$ cat src/rtl/me_pkg.sv
`default_nettype none
// ============================================================================
// Module      : me_pkg
// Description : Shared constants and types for the ME_DMT search-window
//               reference Bank path (loader, Bank, reader).
//               PIXEL  - bits per pixel
//               LANE   - pixels per reference word
//               DEPTH  - words per bank (search-window rows)
//               ADDR_W - bank address width, 2**ADDR_W >= DEPTH
//               WORD_W - reference word width in bits
// Revision    : 1.0 - initial release
// ============================================================================
package me_pkg;

  localparam int PIXEL  = 8;
  localparam int LANE   = 8;
  localparam int DEPTH  = 96;
  localparam int ADDR_W = 7;
  localparam int WORD_W = LANE * PIXEL;

  // Loader fill state: FILL accepts words, WAIT parks while the bank that
  // would be written next still holds an unconsumed window.
  typedef enum logic [0:0] {
    FILL = 1'b0,
    WAIT = 1'b1
  } fill_state_e;

endpackage : me_pkg
`default_nettype wire

$ cat src/rtl/ref_bank_loader.sv
`default_nettype none
// ============================================================================
// Module      : ref_bank_loader
// Description : Write stage for the ping-pong reference Bank pair. Accepts
//               LANE-pixel words on a valid/ready stream and produces the
//               registered Bank write side (data, address, bank select,
//               strobe). Fills one bank, flags it full, switches to the other,
//               and stalls while the target bank is still full.
// Ports       : clk           - system clock, rising edge
//               rst_n         - asynchronous active-low reset
//               start         - sync pulse: abort fill, clear flags, restart
//               in_valid      - upstream word valid
//               in_data       - upstream word (WORD_W bits)
//               in_ready      - loader accepts a word this cycle
//               bank_release  - per-bank one-cycle "consumed" pulse
//               ref_in        - Bank write data (registered)
//               write_address - Bank write address (registered)
//               Bank_sel      - bank being written (registered)
//               wr_en         - Bank write strobe (registered)
//               bank_full     - bit i set while bank i holds a full window
// Revision    : 1.0 - initial release
// ============================================================================
module ref_bank_loader
  import me_pkg::*;
(
  input  logic              clk,
  input  logic              rst_n,
  input  logic              start,
  input  logic              in_valid,
  input  logic [WORD_W-1:0] in_data,
  output logic              in_ready,
  input  logic [1:0]        bank_release,
  output logic [WORD_W-1:0] ref_in,
  output logic [ADDR_W-1:0] write_address,
  output logic              Bank_sel,
  output logic              wr_en,
  output logic [1:0]        bank_full
);

  localparam logic [ADDR_W-1:0] c_LAST_ADDR = ADDR_W'(DEPTH - 1);

  // Fill-control state
  fill_state_e       r_state, w_state_nxt;
  logic              r_cur,   w_cur_nxt;
  logic [ADDR_W-1:0] r_cnt,   w_cnt_nxt;
  logic [1:0]        r_full,  w_full_nxt;

  // Registered Bank write side
  logic [WORD_W-1:0] r_ref_in;
  logic [ADDR_W-1:0] r_addr;
  logic              r_sel;
  logic              r_wr_en;

  logic w_in_ready;
  logic w_accept;
  logic w_last;

  assign w_in_ready = (r_state == FILL) && !r_full[r_cur] && !start;
  assign w_accept   = in_valid && w_in_ready;
  assign w_last     = (r_cnt == c_LAST_ADDR);

  always_comb begin
    // Releases only clear bits that are set, so a pulse for an empty bank
    // falls out as a no-op. A same-cycle set is applied afterwards and wins.
    w_full_nxt  = r_full & ~bank_release;
    w_cnt_nxt   = r_cnt;
    w_cur_nxt   = r_cur;
    w_state_nxt = r_state;

    if (start) begin
      w_full_nxt  = 2'b00;
      w_cnt_nxt   = '0;
      w_cur_nxt   = 1'b0;
      w_state_nxt = FILL;
    end else if (w_accept) begin
      if (w_last) begin
        w_full_nxt[r_cur] = 1'b1;
        w_cnt_nxt         = '0;
        w_cur_nxt         = ~r_cur;
        // Park if the bank we are switching to is still full after this
        // edge's releases have been applied.
        w_state_nxt       = w_full_nxt[~r_cur] ? WAIT : FILL;
      end else begin
        w_cnt_nxt = r_cnt + ADDR_W'(1);
      end
    end else if ((r_state == WAIT) && !w_full_nxt[r_cur]) begin
      w_state_nxt = FILL;
    end
  end

  always_ff @(posedge clk or negedge rst_n) begin
    if (!rst_n) begin
      r_state <= FILL;
      r_cur   <= 1'b0;
      r_cnt   <= '0;
      r_full  <= 2'b00;
    end else begin
      r_state <= w_state_nxt;
      r_cur   <= w_cur_nxt;
      r_cnt   <= w_cnt_nxt;
      r_full  <= w_full_nxt;
    end
  end

  // Write data/address/select hold their last values between writes; only
  // the strobe drops.
  always_ff @(posedge clk or negedge rst_n) begin
    if (!rst_n) begin
      r_ref_in <= '0;
      r_addr   <= '0;
      r_sel    <= 1'b0;
      r_wr_en  <= 1'b0;
    end else if (w_accept) begin
      r_ref_in <= in_data;
      r_addr   <= r_cnt;
      r_sel    <= r_cur;
      r_wr_en  <= 1'b1;
    end else begin
      r_wr_en  <= 1'b0;
    end
  end

  assign in_ready      = w_in_ready;
  assign ref_in        = r_ref_in;
  assign write_address = r_addr;
  assign Bank_sel      = r_sel;
  assign wr_en         = r_wr_en;
  assign bank_full     = r_full;

endmodule : ref_bank_loader
`default_nettype wire

$ cat config.mk
export PLATFORM = sky130hd
export DESIGN_NAME = ref_bank_loader
export DESIGN_NICKNAME = d
export VERILOG_FILES = /design/src/rtl/me_pkg.sv /design/src/rtl/ref_bank_loader.sv
export SDC_FILE = /design/constraint.sdc
export NUM_CORES = 1
export LEC_CHECK = 0
export CAP_MARGIN = 20
export CORE_ASPECT_RATIO = 1.4
export CORE_MARGIN = 4
export CORE_UTILIZATION = 42
export CTS_CLUSTER_DIAMETER = 50
export CTS_CLUSTER_SIZE = 16
export DETAILED_ROUTE_END_ITERATION = 7
export HOLD_SLACK_MARGIN = 0.1
export PLACE_DENSITY = 0.8
export SKIP_CTS_REPAIR_TIMING = 1
export SLEW_MARGIN = 10
export SYNTH_ARGS = -nofsm -noshare
export SYNTH_HDL_FRONTEND = slang
export SYNTH_SLANG_ARGS = --single-unit
$ cat constraint.sdc
create_clock -name clk -period 2.46 [get_ports clk]
set_clock_uncertainty 0.1 [all_clocks]
set_input_delay 0.738 -clock clk [delete_from_list [all_inputs] [get_ports clk]]
set_output_delay 0.738 -clock clk [all_outputs]
set_load 0.01 [all_outputs]
# [Yosys cells after proc, flatten, opt, wreduce, memory -nomap -nowiden]
# Index checks and enable logic that the tools add are counted.
[totals] register_bits=84 out_inout_bits=76
[classes] addsub=1 order_cmp=3 eq_ne=2 muxes=23 bitwise_logic=5 n_reduce_logical=13
[op_table] cell="two-way mux 7 bit" count=3
[op_table] cell="two-way mux 1 bit" count=16
[op_table] cell="adder 7 x 1 -> 7 bit, second input constant" count=1
[op_table] cell="== test 7 bit, second input constant" count=1
[op_table] cell="two-way mux 2 bit" count=3
[op_table] cell="logical AND 1 bit" count=5
[op_table] cell="less-than comparator 1 x 2 -> 1 bit, second input constant" count=2
[op_table] cell="AND reduction 2 bit" count=2
[op_table] cell="nonzero test 2 bit" count=2
[op_table] cell="logical NOT 1 bit" count=3
[op_table] cell="inequality test 3 x 2 -> 1 bit, second input constant" count=1
[op_table] cell="nonzero test 3 bit" count=1
[op_table] cell="AND 2 bit" count=1
[op_table] cell="NOT 1 bit" count=2
[op_table] cell="NOT 2 bit" count=1
[op_table] cell="OR 2 bit" count=1
[op_table] cell="demux 1 bit (select 1 bit)" count=1
[op_table] cell=">= comparator 1 bit, second input constant" count=1

# [Logic depth before layout (Yosys ltp)]
[logic_depth] ltp_word=11 depth_mapped=9

# [Worst setup path after synthesis]
# OpenSTA, ideal clock, no wires.
[synth_timing] kind="input port to flip-flop" from="input port start" to="register r_cur" setup_ps=130 arrival_time_ps=2020 t_required_ps=2230 slack_ps=210 cell_stages=6 path_cell_list="buf_2 -> or3b_1 -> or2_1 -> buf_6 -> o41ai_1 -> a21oi_1"
[synth_between] elab_chain_cells=5 elab_cells_between_ends=7 cone_classes="mux: 1; reduce/logical: 6"
[synth_rtl] element="start: declaration" line="ref_bank_loader.sv:28" source="input logic start,"
[synth_rtl] element="logical NOT 1 bit" line="ref_bank_loader.sv:58" source="assign w_in_ready = (r_state == FILL) && !r_full[r_cur] && !start;"
[synth_rtl] element="logical AND 1 bit" line="ref_bank_loader.sv:58"
[synth_rtl] element="logical AND 1 bit" line="ref_bank_loader.sv:59" source="assign w_accept = in_valid && w_in_ready;"
[synth_rtl] element="nonzero test 2 bit (no source line)"
[synth_rtl] element="AND reduction 2 bit (no source line)"
[synth_rtl] element="end signal: assignment" line="ref_bank_loader.sv:99" source="r_cur <= w_cur_nxt;"
[synth_rtl] element="end: declaration" line="ref_bank_loader.sv:44" source="logic r_cur, w_cur_nxt;"
# Several ways; a longest one is shown, not always the timed one.
# A chain may end at the register's enable or synchronous reset.

# [Worst setup path after layout]
[layout_timing] from="input port start" to="register r_cnt[2]"
[layout_between] elab_chain_cells=4 elab_cells_between_ends=5 cone_classes="mux: 1; reduce/logical: 4"
[layout_rtl] element="logical NOT 1 bit" line="ref_bank_loader.sv:58"
[layout_rtl] element="logical AND 1 bit" line="ref_bank_loader.sv:58"
[layout_rtl] element="logical AND 1 bit" line="ref_bank_loader.sv:59"
[layout_rtl] element="nonzero test 2 bit (no source line)"
[layout_rtl] element="end signal: assignment" line="ref_bank_loader.sv:100" source="r_cnt <= w_cnt_nxt;"
[layout_rtl] element="end: declaration" line="ref_bank_loader.sv:45" source="logic [ADDR_W-1:0] r_cnt, w_cnt_nxt;"
# Several ways; a longest one is shown, not always the timed one.

==> impl_metrics.py <==
metrics = {
    "run_status": {
        "run_status": "finished, final reports clean",
    },
    "clock_network": {
        "cts_tree": "yes",
        "cts-buffers-inserted": 9,
        "path_clk_slew_ns": 0.08,
        "cts_buffer_depth": 2,
        "clock-root-buffer": "clkbuf_8",
        "cts.sinks": 84,
        "cts_htree_levels": 3,
        "insertion_delay_ns": 0.36,
    },
    "routing": {
        "drc": 0,
        "vias_per_cell": 4.72,
        "routed_wl_mm": 8.71,
        "postRouteAntennaNets": 0,
        "wire_per_inst_um": 14.0,
        "drt-initial-drc-count": 90,
        "route.vias.total": 2946,
        "drt-pass1-iter-count": 4,
    },
    "floorplanning": {
        "num_io_pins": 146,
        "core_um2": 7800,
        "num_rows": 38,
        "floorplan.die_area_um2": 9520,
        "die_h_um": 114,
        "initial_core_util": 0.431,
        "dieWidth_um": 83.6,
    },
    "power_and_ir_drop": {
        "peakVddDrop_mv": 0.472,
        "p_leak_uw": 0.00259,
        "p_per_area_nw_per_um2": 654,
    },
    "finish": {
        "final_layout_size_suffix_gt1_frac": 0.0744,
        "antenna_cells": 0,
        "fill_cells": 622,
        "areaGrowthSynthToFinish_pct": 56.1,
        "seq_area_um2": 2100,
        "nets": 590,
        "multi_input_area_um2": 1120,
        "instances_no_fill": 624,
    },
    "yosys": {
        "synthTopCellsByArea": "dfrtp_1 63%, nand2_1 24%, buf_6 2.0%",
        "synth_cells": 366,
        "ys_ff_latch": 84,
        "ys_warn_count": 0,
        "syn_area_um2": 3360,
        "syn_nets": 437,
        "synth_largest_area_cell": "dfrtp_1",
        "avgSynthCellArea_um2": 9.19,
        "ys_seq_area_frac": 0.625,
        "synth_cell_types": 33,
        "synth.top_cell.area_share": 0.625,
    },
    "global_route": {
        "grt_antenna_before_repair": 0,
        "first_global_vias": 3146,
        "grt_max_degree": 46,
        "grt_pass1_wl_mm": 14.8,
        "track_usage": 0.193,
        "grt_overflow": 0,
    },
    "setup_path": {
        "cp.required_ns": 2.62,
        "worstPathMaxFanout": 13,
        "worstRegToRegCells": 5,
        "arrival_ns": 2.57,
        "critPathKind": "input port to flop",
        "critPathCaptureType": "flop",
        "crit_path_start_kind": "input port",
    },
    "sta": {
        "fmax_mhz": 414,
        "final.min_clock_period_ns": 2.41,
        "finalSetupTns_ns": 0,
        "hold_viol": 0,
        "hold_slack_ns": 0.243,
        "setup_ws_ns": 0.0468,
        "drv_slew": 0,
        "setup_viol": 0,
        "worstMarginPinSlew_ns": 0.567,
        "slew_headroom": 0.620,
        "period_share": 0.981,
    },
    "job": {
        "drv_cap": 0,
    },
    "place": {
        "portBuffers": 145,
        "place.gp.congestion": 0.758,
        "pre_cts_slack_ns": -0.337,
        "place_inst": 608,
        "detailed_place_hpwl_mm": 6.55,
    },
    "worst_hold_path": {
        "hold_class": "input port to async pin",
    },
}
[placed cells by master, fill, tap and decap left out]
cell type / Yosys / routed
o22a_1: 1 / 1
nand3_1: 4 / 4
a32o_1: 1 / 1
clkinv_2: 0 / 2
nor3_1: 3 / 3
clkdlybuf4s50_1: 0 / 143
nor2_1: 2 / 2
nor3_2: 1 / 1
o31ai_1: 2 / 2
nand2_1: 219 / 219
buf_4: 0 / 11
nor2b_1: 1 / 1
o311ai_0: 2 / 2
a21o_1: 1 / 1
and2_1: 1 / 1
ha_1: 1 / 1
nor4b_1: 1 / 1
inv_1: 2 / 2
nand2b_1: 3 / 3
or3b_1: 1 / 1
clkbuf_8: 0 / 12
o41ai_1: 1 / 1
bufinv_16: 0 / 2
or2_2: 0 / 1
dlymetal6s2s_1: 0 / 1
a211o_1: 1 / 1
o21ai_0: 1 / 1
nand3b_2: 1 / 1
nor4_2: 0 / 1
dfrtp_1: 84 / 84
buf_12: 0 / 6
mux2_2: 1 / 1
a21oi_1: 3 / 3
o2bb2ai_1: 1 / 1
clkinv_4: 1 / 1
mux2i_1: 3 / 3
and3_1: 2 / 2
[final timing paths]
path / start / slack, ns / to
max in group asynchronous: rst_n / 1.39 / write_address[3]$_DFFE_PN0N_
setup reg to reg: r_cnt[0]$_DFFE_PN0P_ / 0.54 / r_cnt[5]$_DFFE_PN0P_
min in group clk: ref_in[20]$_DFFE_PN0N_ / 0.37 / ref_in[20]$_DFFE_PN0N_
hold reg to reg: ref_in[20]$_DFFE_PN0N_ / 0.37 / ref_in[20]$_DFFE_PN0N_
hold / removal: rst_n / 0.24 / ref_in[13]$_DFFE_PN0N_
setup / recovery: start / 0.05 / r_cnt[2]$_DFFE_PN0P_
[critical path, cell delays in order]
cell and delay (ns):
clkdlybuf4s50_1 0.42, buf_4 0.14, or3b_1 0.37, or2_2 0.36, buf_12 0.18, buf_4 0.14, o31ai_1 0.21
[flip-flops by register name, indices dropped and copies added, names as in the netlist]
signal         flops
Bank_sel           1
bank_full          2
r_cnt              7
r_cur              1
r_state            1
ref_in            64
wr_en              1
write_address      7
[final cells by class]
cell class / instances / area share
Sequential cell: 84 / 0.400
Tap cell: 100 / 0.0238
Inverter: 3 / 0.00310
Multi-Input combinational cell: 260 / 0.214
Clock inverter: 4 / 0.0133
Clock buffer: 12 / 0.0315
Timing Repair Buffer: 161 / 0.314
[metrics by stage]
| step | util | power (uW) | instance area [um2] |
|---|---|---|---|
| floorplan | - | 1860 | 3360 |
| global placement | 0.642 | 2330 | 5010 |
| detailed placement | 0.642 | 2350 | 5010 |
| CTS | 0.672 | 3480 | 5240 |
| global route | 0.673 | 3610 | 5250 |
| finish | 0.673 | 3430 | 5250 |
[metal layers]
layer | track usage | vias to the layer above | routed length, um
met2 | 0.335 | 103 | 4530
met1 | 0.219 | 1384 | 3390
met5 | 0 | - | 0
met3 | 0.0592 | 14 | 571
met4 | 0.0858 | 0 | 210
li1 | - | 1445 | -
[power by group]
part	switching, uW	internal [uW]	total (uW)
sequential	77.0	1520	1600
clock	469	652	1120
combinational	298	416	714
total	844	2590	3430
[synth_stat cells, drive strengths merged]
master   number
and3          2
mux2i         3
nand2       219
ha            1
inv           2
o2bb2ai       1
nand3         4
clkbuf        5
o22a          1
dfrtp        84
and2          1
buf          14
nand3b        1
or3b          1
nor2b         1
a21o          1
clkinv        1
a211o         1
nor3          4
a21oi         3
or2           1
o21ai         1
o311ai        2
o41ai         1
nor2          2
nor4          1
nor4b         1
o31ai         2
nand2b        3
mux2          1
a32o          1
[cell families after synthesis]
logic type | share of synthesized area
adder cells (fa/ha/maj) | 0.00372
flip-flops | 0.625
multiplexers | 0.0123
AO/OA/AOI/OAI | 0.0312
buffers and inverters | 0.0424
AND/OR/NAND/NOR | 0.285
Note: power is estimated with default switching activity, not from simulation.
